--- src/rtl/uart_rx.sv ---
// 8N1 UART receiver with a valid/ready holding register and framing/overrun pulses.
// Define UART_RX_MAJORITY_EN for 2-of-3 majority sampling around each bit centre.
module uart_rx #(
  parameter int unsigned CLKFREQ      = 100_000_000,
  parameter int unsigned BAUDRATE     = 9600,
  parameter int unsigned CLKS_PER_BIT = CLKFREQ / BAUDRATE
) (
  input  logic       clk,
  input  logic       rst_n,
  input  logic       uartRx,
  output logic [7:0] data,
  output logic       dataValid,
  input  logic       dataReady,
  output logic       busy,
  output logic       framingErr,
  output logic       overrun
);

  localparam int unsigned CNT_W = 32;
  localparam logic [CNT_W-1:0] HALF_C = CNT_W'(CLKS_PER_BIT / 2 - 1);
  localparam logic [CNT_W-1:0] FULL_C = CNT_W'(CLKS_PER_BIT - 1);
`ifdef UART_RX_MAJORITY_EN
  localparam logic [CNT_W-1:0] OFS = CNT_W'(1);
`else
  localparam logic [CNT_W-1:0] OFS = CNT_W'(0);
`endif

  typedef enum logic [2:0] {IDLE, START, DATA, STOP, BRK} state_t;

  state_t           state;
  logic             rx_meta;
  logic             rxS;
  logic [CNT_W-1:0] cnt;
  logic [2:0]       bit_idx;
  logic [7:0]       shift;
  logic             commit;
  logic             half_hit;
  logic             full_hit;
  logic             bit_val;

  // Two-flop synchronizer; idle-high reset avoids a false start after reset.
  always_ff @(posedge clk or negedge rst_n) begin
    if (!rst_n) begin
      rx_meta <= 1'b1;
      rxS     <= 1'b1;
    end else begin
      rx_meta <= uartRx;
      rxS     <= rx_meta;
    end
  end

  assign half_hit = (cnt == HALF_C + OFS);
  assign full_hit = (cnt == FULL_C + OFS);

`ifdef UART_RX_MAJORITY_EN
  logic             s_early;
  logic             s_mid;
  logic [CNT_W-1:0] centre;

  // Capture the two samples preceding the decision point.
  assign centre = (state == START) ? HALF_C : FULL_C;

  always_ff @(posedge clk or negedge rst_n) begin
    if (!rst_n) begin
      s_early <= 1'b1;
      s_mid   <= 1'b1;
    end else begin
      if (cnt == centre - CNT_W'(1)) s_early <= rxS;
      if (cnt == centre)             s_mid   <= rxS;
    end
  end

  assign bit_val = (s_early & s_mid) | (s_early & rxS) | (s_mid & rxS);
`else
  assign bit_val = rxS;
`endif

  // Frame FSM plus holding register; commit lands one cycle after the stop sample.
  always_ff @(posedge clk or negedge rst_n) begin
    if (!rst_n) begin
      state      <= IDLE;
      cnt        <= '0;
      bit_idx    <= 3'd0;
      shift      <= 8'h00;
      commit     <= 1'b0;
      data       <= 8'h00;
      dataValid  <= 1'b0;
      busy       <= 1'b0;
      framingErr <= 1'b0;
      overrun    <= 1'b0;
    end else begin
      framingErr <= 1'b0;
      overrun    <= 1'b0;
      commit     <= 1'b0;

      if (commit) begin
        if (!dataValid || dataReady) begin
          data      <= shift;
          dataValid <= 1'b1;
        end else begin
          overrun <= 1'b1;
        end
      end else if (dataValid && dataReady) begin
        dataValid <= 1'b0;
      end

      cnt <= (state == IDLE) ? '0 : cnt + CNT_W'(1);

      case (state)
        IDLE: begin
          if (!rxS) begin
            state <= START;
            busy  <= 1'b1;
            cnt   <= '0;
          end
        end
        START: begin
          if (half_hit) begin
            cnt <= '0;
            if (!bit_val) begin
              state   <= DATA;
              bit_idx <= 3'd0;
            end else begin
              state <= IDLE;
              busy  <= 1'b0;
            end
          end
        end
        DATA: begin
          if (full_hit) begin
            cnt            <= '0;
            shift[bit_idx] <= bit_val;
            bit_idx        <= bit_idx + 3'd1;
            if (bit_idx == 3'd7) state <= STOP;
          end
        end
        STOP: begin
          if (full_hit) begin
            cnt <= '0;
            if (bit_val) begin
              commit <= 1'b1;
              state  <= IDLE;
              busy   <= 1'b0;
            end else begin
              framingErr <= 1'b1;
              state      <= BRK;
            end
          end
        end
        BRK: begin
          // Hold off re-arming until the line break ends.
          if (rxS) begin
            state <= IDLE;
            busy  <= 1'b0;
            cnt   <= '0;
          end
        end
        default: begin
          state <= IDLE;
          busy  <= 1'b0;
          cnt   <= '0;
        end
      endcase
    end
  end

endmodule

--- config.mk ---
export PLATFORM = sky130hd
export DESIGN_NAME = uart_rx
export DESIGN_NICKNAME = d
export VERILOG_FILES = /design/src/rtl/uart_rx.sv
export SDC_FILE = /design/constraint.sdc
export NUM_CORES = 1
export LEC_CHECK = 0
export CAP_MARGIN = 10
export CORE_MARGIN = 2
export CORE_UTILIZATION = 40
export CTS_BUF_LIST = sky130_fd_sc_hd__clkbuf_8 sky130_fd_sc_hd__clkbuf_16
export CTS_CLUSTER_SIZE = 16
export DETAILED_ROUTE_END_ITERATION = 10
export GPL_TIMING_DRIVEN = 0
export HOLD_SLACK_MARGIN = 0.02
export PLACE_DENSITY_LB_ADDON = 0.25
export SYNTH_ARGS = -nofsm -noshare
export SYNTH_HDL_FRONTEND = slang
export SYNTH_SLANG_ARGS = --single-unit
--- constraint.sdc ---
create_clock -name clk -period 5.4 [get_ports clk]
set_clock_uncertainty 0.15 [all_clocks]
set_input_delay 1.08 -clock clk [delete_from_list [all_inputs] [get_ports clk]]
set_output_delay 1.08 -clock clk [all_outputs]
set_load 0.005 [all_outputs]
==> Word-level counts from Yosys, hierarchy flattened <==
Index checks and enable logic that the tools add are counted.
{ "word_totals": {"ff_bits": 61, "input_bits": 4, "output_inout_bits": 12} }
{ "classes": {"muxes": 38, "n_eq_ne": 15, "order_cmp": 2, "n_reduce_logical": 14, "addsub": 2, "n_bitwise": 1} }
{ "ops": {"columns": ["operator", "count"], "rows": [
  ["32-bit two-way mux", 5],
  ["32-bit case mux with 4 select lines", 1],
  ["32-bit by 1-bit adder with 32-bit output (second input constant)", 1],
  ["32-bit by 13-bit == test with 1-bit output (second input constant)", 1],
  ["32-bit by 14-bit == test with 1-bit output (second input constant)", 1],
  ["3-bit two-way mux", 10],
  ["1-bit two-way mux", 16],
  ["3-bit case mux with 5 select lines", 1],
  ["2-bit != test (second input constant)", 7],
  ["8-bit bitwise mux", 1],
  ["4-bit AND reduction", 2],
  ["3-bit by 2-bit == test with 1-bit output (second input constant)", 2],
  ["3-bit == test (second input constant)", 2],
  ["3-bit case mux with 2 select lines", 1],
  ["2-bit AND reduction", 3],
  ["6-bit AND reduction", 1],
  ["1-bit case mux with 5 select lines", 1],
  ["3-bit by 4-bit less-than comparator with 1-bit output (second input constant)", 1],
  ["2-bit nonzero test", 2],
  ["3-bit by 1-bit adder with 3-bit output (second input constant)", 1],
  ["1-bit demux with 3-bit select", 1],
  ["3-bit by 1-bit == test with 1-bit output (second input constant)", 1],
  ["3-bit by 1-bit greater-or-equal comparator with 1-bit output (second input constant)", 1],
  ["3-bit zero test", 1],
  ["7 further kinds", 8]
]} }

==> Logic depth before layout (Yosys ltp) <==
Gate-level depths: netlist of run 1.
{ "depth": {"depth_word": 5, "ltp_mapped": 8, "mapped_depth_nobuf": 7} }

==> Worst setup path before layout of run 1 <==
No wires, ideal clock.
{ "synth_path": {"path_kind": "flip-flop to flip-flop", "start": "register cnt[4]", "end": "register shift[4]", "setup_time_ns": 0.125, "stages_incl_launch_ff": 7, "period_less_slack_ns": 2.744, "setup_slack_ns": 2.656, "required_time_ns": 5.125, "t_arrival_ns": 2.469, "path_cell_list": "dfrtp_1 -> or4b_1 -> or4_4 -> nor3_4 -> or3b_4 -> nor3b_2 -> mux2_2"} }
{ "synth_via": {"elab_chain_len": 2} }
{ "synth_lines": {"columns": ["item", "line", "source"], "rows": [
  ["from (decl)", "33", "logic [CNT_W-1:0] cnt;"],
  ["from (signal assigned)", "107", "cnt <= (state == IDLE) ? '0 : cnt + CNT_W'(1);"],
  ["32-bit by 14-bit == test with 1-bit output", "53", "assign full_hit = (cnt == FULL_C + OFS);"],
  ["2-bit AND reduction (no line)", null, null],
  ["to (signal, indexed assignment)", "132", "shift[bit_idx] <= bit_val;"],
  ["to (decl)", "35", "logic [7:0] shift;"]
]} }
No other way between the ends.
A chain may end at the register's enable or synchronous reset.

==> Worst setup path in the final report of run 1 <==
Ends and elaborated chain as after synthesis.

==> summary.md, run 1 <==
| Metric | Value |
|---|---|
| Post-synthesis cell type count | `42` |
| WHS Endpoint | `bit_val` |
| NetSw | `0.183 mW` |
| Cell Chain, Critical Path | `or4b_1 -> or4_4 -> nor3_4 -> or3b_4 -> nor3b_2 -> mux2_2` |
| Logic gate share of total power | `0.018` |
| R2r setup slk | `2.53 ns` |
| Worst rel slew slack | `0.279` |
| Setup TNS Final | `0 ns` |
| Fin Hold WS | `0.205 ns` |
| Maximum buffer depth of the clock tree | `2` |
| Layout cells sized above 1 | `0.169` |
| Total CTS buffers | `9` |
| Post_cts resized | `0` |
| Post-synthesis adder-cell area fraction | `0.0129` |
| Post-synth EDFFs | `0` |
| Root buf cell | `clkbuf_8` |
| CTS tree | `done` |
| WP data arrival | `2.94 ns` |
| Die area | `0.00796 mm^2` |
| Post-synthesis xor/xnor area fraction | `0.0904` |
| Top cells by area, synth | `dfrtp_1, nor2_1, mux2_2` |
| Status | `finished clean` |
| CTS clk-pin slew, worst paths | `0.07 ns` |
| Least-Margin Pin Slew | `1.07 ns` |
| Vias | `2,032` |
| Clock power share | `0.453` |
| Net Sw Frac | `0.211` |
| Cells after synthesis | `276` |
| Synthesis Warnings | `0` |
| Detailed-route wire length | `5390 um` |
| CTS Hold Bufs | `0` |
| Final setup vio count | `0` |
| Max stage delay on crit path | `0.52 ns` |
| Synth top area share | `0.508` |
| I/O Pins | `16` |
| Post-synthesis mux area share | `0.0728` |
| Worst vdd ir | `0.164 mV` |
| Mapped cell area | `0.00291 mm^2` |
| Worst r2r path cells | `6` |
| Post-Place Cells | `391` |
| Part of the Yosys area used for sequential elements | `0.526` |
| PD cells | `256 mW/mm^2` |
| Synthesized area per cell | `10.5 um^2` |
| Finished Layout Cells | `407` |
| RR Endpoint | `shift[4]` |
| Class of the worst hold path | `register to register` |
| Final Instance Area | `0.00339 mm^2` |
| Initial DRT Pass Iterations | `4` |
| Syn Nets | `283` |
| Final antenna-violating net count | `0` |
| Cell taking the most area after synthesis | `dfrtp_1` |
| Largest net degree at the start of global routing | `35` |
| Vias in the first global route | `2,060` |
| DIE HEIGHT | `89.2 um` |
| Critical path peak fanout | `6` |
| Unrepaired setup endpoints after global routing | `no` |
| I/O Buffers | `15` |
| CP Capture Type | `register` |
| H-tree depth | `3` |
| WS Path Type | `register to register` |
| Vias/cell | `4.99` |
| Area Overhead vs Synth | `16.6%` |
| NumNets Final | `310` |
| Period utilization | `0.532` |
| Largest family of logic cells by synthesized area | `simple AND/OR/NAND/NOR gates` |
| Async S/R FF share, synth | `1.00` |
| Core area | `0.00714 mm^2` |
| Flop pwr share | `0.530` |
| DRC viols | `0` |
| Die width | `89.2 um` |
| Most frequent cells after synthesis | `dfrtp_1, nor2_1, nand2_1` |
| Simple-gate portion of the synthesized area | `0.245` |
| Leak pwr | `1.55 nW` |
| Pint | `0.683 mW` |
| Seq cells post-synth | `61` |
| Global-route wire length before repair | `9700 um` |
| Gr ovfl total | `0` |
| Overall Global Routing Usage | `0.158` |
| Worst-skew pair later-pin latency | `0.33 ns` |
| Critical Path Start Type | `register` |
| Min-delay src | `rx_meta` |
| Final Max Slew Viols | `0` |
| Hold depth | `0` |
| Final critical-path required period | `2.87 ns` |
| CP Data Required Time | `5.46 ns` |
| Slowest stage cell, crit path | `or4b_1` |
| Per-cell routed wire length | `13.2 um` |
| Count leader, synth | `dfrtp_1` |
| Diode count | `0` |
| DP Wirelength | `3750 um` |
| Initial DRC Count | `70` |
| Initial antenna violation count | `0` |
| DP Area | `0.00319 mm^2` |
| Sink Count | `61` |
| Global placement routability congestion | `0.768` |
| Max Clk Rate | `0.348 GHz` |
| Initial Util | `0.407` |
| Final Hold Fails | `0` |
| Synth Area in Compound Gates | `0.0301` |
| Post-CTS setup buffers | `0` |
| Max cap viols | `0` |
| Num rows | `31` |
| Ys flop type | `dfrtp_1` |
| R2R Path Start | `cnt[4]` |
==> metal layers <==
metal  vias to the layer above  track usage  routed length, um
li1                       1004            -                  -
met1                       992        0.207               2550
met2                        31        0.261               2640
met3                         5       0.0360                162
met4                         0       0.0529                 42
met5                         -            0                  0
==> worst max path at each step <==
stage,cells past startpoint,startpoint,slack [ns],to
after detailed placement,6,cnt[4],2.53,shift[4]
after CTS,6,cnt[4],2.53,shift[4]
after floorplan,6,cnt[4],2.66,shift[4]
final,6,cnt[4],2.53,shift[4]
after global placement,1,rst_n,1.09,cnt[13]
after global routing,6,cnt[2],2.41,cnt[31]
==> through the flow <==
stage / util / power (mW) / setup WS [ns]
floorplan: - / 0.470 / 2.66
global placement: 0.445 / 0.482 / 1.09
detailed placement: 0.448 / 0.483 / 2.53
CTS: 0.475 / 0.879 / 2.53
global route: 0.475 / 0.902 / 2.41
finish: 0.475 / 0.866 / 2.53
==> critical path, delay by kind of cell (launching register included) <==
kind             cells  cell delay [ns]
multiplexers         1             0.34
flip-flops           1             0.43
AND/OR/NAND/NOR      5             1.84
==> cell families after synthesis <==
group	count (synthesis)
mux	19
simple gates	136
fa+ha+maj	3
compound gates	13
flops	61
xor+xnor	30
buf+inv	14
==> power groups by stage <==
stage / clock network (mW) / logic [mW] / registers [mW]
2_1_floorplan: 0 / 0.00249 / 0.467
3_3_place_gp: 0 / 0.0150 / 0.467
3_5_place_dp: 0 / 0.0163 / 0.467
4_1_cts: 0.405 / 0.0163 / 0.459
5_1_grt: 0.425 / 0.0184 / 0.458
6_report: 0.392 / 0.0153 / 0.459
==> state kept, by name (all words and copies together), names as in the netlist, 3 cells and up <==
register and cells:
data 8, state 3, bit_idx 3, cnt 32, shift 8
==> layout make-up <==
class | instances | area (um^2)
Tap cell | 99 | 124
Clock buffer | 10 | 138
Timing Repair Buffer | 16 | 165
Buffer | 10 | 50.0
Clock inverter | 6 | 55.1
Multi-Input combinational cell | 201 | 1310
Inverter | 4 | 15.0
Sequential cell | 61 | 1530
Fill cell | 723 | 3750
==> layout by cell type, fill, tap and decap left out, types with 9 or more instances in the layout <==
cell type and n:
nor2_1 51, nand4_1 9, clkdlybuf4s50_1 14, nand3_1 12, xnor2_1 12, clkbuf_8 10
mux2_2 17, dfrtp_1 59, xor2_1 18, nand2_1 21
(Power assumes the default switching activity.)
==> run 2, diff against run 1 <==
- clock period: 5.4 -> 2.5 ns (I/O delays scaled with it)
==> summary.md, run 2 (synthesis gave the netlist of run 1 again) <==
| Metric | Value |
|---|---|
| Setup TNS Final | `-7.22 ns (was 0 ns)` |
| Layout fillers | `654 (was 723)` |
| Layout cells sized above 1 | `0.302 (was 0.169)` |
| Final WS setup | `-0.240 ns (was 2.53 ns)` |
| Clock power share | `0.421 (was 0.453)` |
| Die area | `0.00796 mm^2 (unchanged)` |
| DP Area | `0.00320 mm^2 (was 0.00319 mm^2)` |
| Final Instance Area | `0.00376 mm^2 (was 0.00339 mm^2)` |
| Largest regs | `cnt (32), data (8), shift (8) (unchanged)` |
| Sink Count | `61 (unchanged)` |
| Initial Util | `0.407 (unchanged)` |
| Area Overhead vs Synth | `29.5% (was 16.6%)` |
| DIE HEIGHT | `89.2 um (unchanged)` |
| Most flops, register | `cnt (unchanged)` |
| Critical path peak fanout | `6 (unchanged)` |
| Final critical-path required period | `2.74 ns (was 2.87 ns)` |
| DP Wirelength | `3620 um (was 3750 um)` |
| Max Clk Rate | `0.365 GHz (was 0.348 GHz)` |
| Root buf cell | `clkbuf_8 (unchanged)` |
| Failing checks | `setup timing` |
| Initial antenna violation count | `0 (unchanged)` |
| Vias in the first global route | `2,048 (was 2,060)` |
| Status | `finished with violations (was finished clean)` |
| Vias | `2,130 (was 2,032)` |
| CTS clk-pin slew, worst paths | `0.07 ns (about the same)` |
| Least-Margin Pin Slew | `0.679 ns (was 1.07 ns)` |
| Num rows | `31 (unchanged)` |
| WS Path Type | `register to register (unchanged)` |
| CP Capture Type | `register (unchanged)` |
| Max cap viols | `0 (unchanged)` |
| CTS tree | `done (unchanged)` |
| I/O Pins | `16 (unchanged)` |
| Critical Path Start Type | `register (unchanged)` |
| Global placement routability congestion | `0.781 (was 0.768)` |
| Flop pwr share | `0.560 (was 0.530)` |
| Overall Global Routing Usage | `0.164 (was 0.158)` |
| Max reg flops | `32 (unchanged)` |
| Final setup vio count | `44 (was 0)` |
| PD cells | `470 mW/mm^2 (was 256 mW/mm^2)` |
| Vias/cell | `5.04 (was 4.99)` |
| NetSw | `0.398 mW (was 0.183 mW)` |
| Class of the worst hold path | `input pin to asynchronous set/reset pin (was register to register)` |
| Initial DRT Pass Iterations | `4 (unchanged)` |
| Detailed-route wire length | `6170 um (was 5390 um)` |
| DRC viols | `0 (unchanged)` |
| Total CTS buffers | `9 (unchanged)` |
| Gr ovfl total | `0 (unchanged)` |
| Net Sw Frac | `0.225 (was 0.211)` |
| NumNets Final | `327 (was 310)` |
| Most frequent cells in the layout | `dfrtp_1, nor2_1, nand2_1 (unchanged)` |
| Unrepaired setup endpoints after global routing | `yes (was no)` |
| Worst vdd ir | `0.278 mV (was 0.164 mV)` |
| Initial DRC Count | `101 (was 70)` |
| Core area | `0.00714 mm^2 (unchanged)` |
| Final antenna-violating net count | `0 (unchanged)` |
| Global-route wire length before repair | `9840 um (was 9700 um)` |
| Leak pwr | `1.64 nW (was 1.55 nW)` |
| Final Hold Fails | `0 (unchanged)` |
| Fin Hold WS | `0.0513 ns (was 0.205 ns)` |
| Post-Place Setup Slack | `-0.383 ns (was 2.53 ns)` |
| Die width | `89.2 um (unchanged)` |
| Diode count | `0 (unchanged)` |
| Worst-skew pair later-pin latency | `0.33 ns (about the same)` |
| CP Data Required Time | `2.57 ns (was 5.46 ns)` |
| Maximum buffer depth of the clock tree | `2 (unchanged)` |
| Final Max Slew Viols | `0 (unchanged)` |
| I/O Buffers | `15 (unchanged)` |
| Most common cell after layout, fill and taps aside | `dfrtp_1 (unchanged)` |
| Largest net degree at the start of global routing | `33 (was 35)` |
| Worst rel slew slack | `0.547 (was 0.279)` |
| WP data arrival | `2.81 ns (was 2.94 ns)` |
| H-tree depth | `3 (unchanged)` |
| Pint | `1.37 mW (was 0.683 mW)` |
| Period utilization | `1.10 (was 0.532)` |
| Logic gate share of total power | `0.019 (was 0.018)` |
| Per-cell routed wire length | `14.6 um (was 13.2 um)` |
[run 2: worst paths after layout]
kind	start	to	slack, ns	cells past startpoint
min reg2reg	rx_meta	bit_val	0.21	0
min	rst_n	overrun	0.05	1
max in group asynchronous	rst_n	cnt[11]	1.53	2
min in group clk	rx_meta	bit_val	0.21	0
max reg2reg	cnt[4]	cnt[9]	-0.24	10
max	cnt[4]	cnt[9]	-0.24	10
[run 2: area by class of cell]
| cell class | instances | area [um^2] | share of cell area |
|---|---|---|---|
| flip-flops and latches | 61 | 1530 | 0.407 |
| multi-input cells | 201 | 1510 | 0.400 |
| repair buffers | 34 | 355 | 0.0944 |
| clock buffers | 10 | 138 | 0.0366 |
| well taps | 99 | 124 | 0.0329 |
| plain buffers | 9 | 66.3 | 0.0176 |
| clock inverters | 5 | 28.8 | 0.00765 |
| inverters | 4 | 15.0 | 0.00399 |
[run 2: what timing repair did]
| item | 4_1_cts | 5_1_grt |
|---|---|---|
| cloned | 1 | 1 |
| setup endpoints to repair | 41 | 45 |
| pin swaps | 4 | 23 |
| hold buffers | 0 | 0 |
| gates resized for setup | 21 | 51 |
| buffers inserted | 13 | 5 |
[run 2: per-layer routing]
metal | wire length [um] | global-route usage | vias to the layer above
li1 | - | - | 1037
met1 | 2800 | 0.201 | 1060
met2 | 3160 | 0.277 | 27
met3 | 146 | 0.0499 | 6
met4 | 60 | 0.0529 | 0
met5 | 0 | 0 | -
[run 2: power by group through the flow]
stage / combinational, mW / sequential (mW) / clock (mW)
3_5_place_dp: 0.0354 / 1.01 / 0
5_1_grt: 0.0404 / 0.990 / 0.817
3_3_place_gp: 0.0322 / 1.01 / 0
2_1_floorplan: 0.00545 / 1.01 / 0
4_1_cts: 0.0356 / 0.990 / 0.778
6_report: 0.0340 / 0.991 / 0.745
[run 2: per-stage QoR]
stage	power (mW)	cells	utilization
final	1.77	423	0.527
after detailed placement	1.04	391	0.448
after floorplan	1.01	276	-
after CTS	1.80	420	0.496
after global placement	1.04	390	0.446
after global routing	1.85	423	0.527
[run 2: worst max-delay path: stages (launching register included)]
cell and delay (ns):
dfrtp_1 0.38, or4b_1 0.51, or4_4 0.45, nor3_4 0.16, buf_4 0.14, buf_6 0.11
o32ai_4 0.11, nor2_4 0.27, buf_6 0.15, clkbuf_16 0.15, nor2_1 0.04
==> run 3, diff against run 2 <==
- SKIP_CTS_REPAIR_TIMING: default -> 1
==> summary.md, run 3 (synthesis gave the netlist of run 1 again) <==
| Metric | Value |
|---|---|
| Status | `finished with violations (unchanged)` |
| Failing checks | `setup timing (unchanged)` |
| Total CTS buffers | `9 (unchanged)` |
| Area Overhead vs Synth | `22.9% (was 29.5%)` |
| DIE HEIGHT | `89.2 um (unchanged)` |
| Period utilization | `1.13 (was 1.10)` |
| Global placement routability congestion | `0.781 (unchanged)` |
| I/O Buffers | `15 (unchanged)` |
| Largest net degree at the start of global routing | `33 (unchanged)` |
| CTS tree | `done (unchanged)` |
| DRC viols | `0 (unchanged)` |
| Worst-skew pair later-pin latency | `0.33 ns (about the same)` |
| Max Clk Rate | `0.353 GHz (was 0.365 GHz)` |
| Final setup vio count | `43 (was 44)` |
| Per-cell routed wire length | `13.7 um (was 14.6 um)` |
| Vias/cell | `4.96 (was 5.04)` |
| Initial Util | `0.407 (unchanged)` |
| Final Hold Fails | `0 (unchanged)` |
| Unrepaired setup endpoints after global routing | `yes (unchanged)` |
| WP data arrival | `2.91 ns (was 2.81 ns)` |
| Leak pwr | `1.62 nW (was 1.64 nW)` |
| Final Max Slew Viols | `0 (unchanged)` |
| CP Data Required Time | `2.57 ns (about the same)` |
| Layout Utilization | `0.500 (was 0.527)` |
| Detailed-route wire length | `5710 um (was 6170 um)` |
| Num rows | `31 (unchanged)` |
| Worst rel slew slack | `0.550 (was 0.547)` |
| Core area | `0.00714 mm^2 (unchanged)` |
| Max cap viols | `0 (unchanged)` |
| Sink Count | `61 (unchanged)` |
| CP Capture Type | `register (unchanged)` |
| DP Wirelength | `3620 um (unchanged)` |
| Critical path peak fanout | `6 (unchanged)` |
| Most common cell after layout, fill and taps aside | `dfrtp_1 (unchanged)` |
| CTS clk-pin slew, worst paths | `0.07 ns (about the same)` |
| Critical Path Start Type | `register (unchanged)` |
| Max reg flops | `32 (unchanged)` |
| Post-Place Setup Slack | `-0.383 ns (unchanged)` |
| NumNets Final | `322 (was 327)` |
| Global-route wire length before repair | `9110 um (was 9840 um)` |
| Worst vdd ir | `0.268 mV (was 0.278 mV)` |
| Most flops, register | `cnt (unchanged)` |
| Initial DRT Pass Iterations | `4 (unchanged)` |
| Largest regs | `cnt (32), data (8), shift (8) (unchanged)` |
| Vias | `2,073 (was 2,130)` |
| Die width | `89.2 um (unchanged)` |
| WS Path Type | `register to register (unchanged)` |
| H-tree depth | `3 (unchanged)` |
| I/O Pins | `16 (unchanged)` |
| Vias in the first global route | `1,941 (was 2,048)` |
| Final critical-path required period | `2.83 ns (was 2.74 ns)` |
| Root buf cell | `clkbuf_8 (unchanged)` |
| PD cells | `498 mW/mm^2 (was 470 mW/mm^2)` |
| Diode count | `0 (unchanged)` |
| Initial DRC Count | `74 (was 101)` |
| Overall Global Routing Usage | `0.152 (was 0.164)` |
| Gr ovfl total | `0 (unchanged)` |
| Class of the worst hold path | `input pin to asynchronous set/reset pin (unchanged)` |
| Final WS setup | `-0.334 ns (was -0.240 ns)` |
| Maximum buffer depth of the clock tree | `2 (unchanged)` |
| Die area | `0.00796 mm^2 (unchanged)` |
| Most frequent cells in the layout | `dfrtp_1, nor2_1, nand2_1 (unchanged)` |
| Least-Margin Pin Slew | `0.675 ns (was 0.679 ns)` |
| Layout cells sized above 1 | `0.235 (was 0.302)` |
| Final antenna-violating net count | `0 (unchanged)` |
| Initial antenna violation count | `0 (unchanged)` |
-- run 3: cell count changes in the layout (fill, tap and decap cells not counted), sizes merged --
cell  previous run  this run
buf             23        18
-- run 3: critical path, stage by stage, from the launching register on --
cell	delay, ns
dfrtp_2	0.42
or4b_1	0.51
or4_4	0.45
nor3_4	0.22
or3b_4	0.46
nor3b_2	0.17
mux2_2	0.34
-- run 3: cell type report --
cell class                 count  area, um^2
fill                         667        3570
sequential                    61        1530
multi-input combinational    201        1370
timing repair buffer          28         292
clock buffer                  10         138
tap                           99         124
buffer                        10        72.6
clock inverter                 5        28.8
inverter                       4        15.0
-- run 3: per-stage QoR --
step | area (um^2) | total power [mW] | hold WS (ns) | instances | setup TNS [ns]
final | 3570 | 1.78 | 0.0481 | 418 | -5.86
after floorplan | 2910 | 1.01 | 0.0544 | 276 | -0.678
after detailed placement | 3200 | 1.04 | 0.198 | 391 | -10.20
after global routing | 3570 | 1.85 | 0.0901 | 418 | -9.35
after global placement | 3180 | 1.04 | 0.197 | 390 | -83.79
after CTS | 3360 | 1.80 | 0.0625 | 406 | -10.93
-- run 3: layer usage --
| layer | part of all wire | vias up | track usage |
|---|---|---|---|
| met5 | 0 | - | 0 |
| met4 | 0.013 | 0 | 0.0529 |
| met3 | 0.036 | 8 | 0.0499 |
| li1 | - | 1023 | - |
| met2 | 0.48 | 32 | 0.251 |
| met1 | 0.47 | 1010 | 0.188 |
-- run 3: power breakdown --
part / switching [mW] / internal (mW)
clock: 0.380 / 0.373
sequential: 0.000804 / 0.990
combinational: 0.0254 / 0.00857
total: 0.406 / 1.37
-- run 3: final timing paths --
path	slack, ns	depth (start not counted)	endpoint	from
worst max-delay path	-0.33	6	shift[4]	cnt[4]
worst min-delay path	0.05	1	overrun	rst_n
worst max register to register	-0.33	6	shift[4]	cnt[4]
worst min register to register	0.21	0	bit_val	rx_meta
max in group asynchronous	1.53	2	cnt[4]	rst_n
min in group clk	0.21	0	bit_val	rx_meta
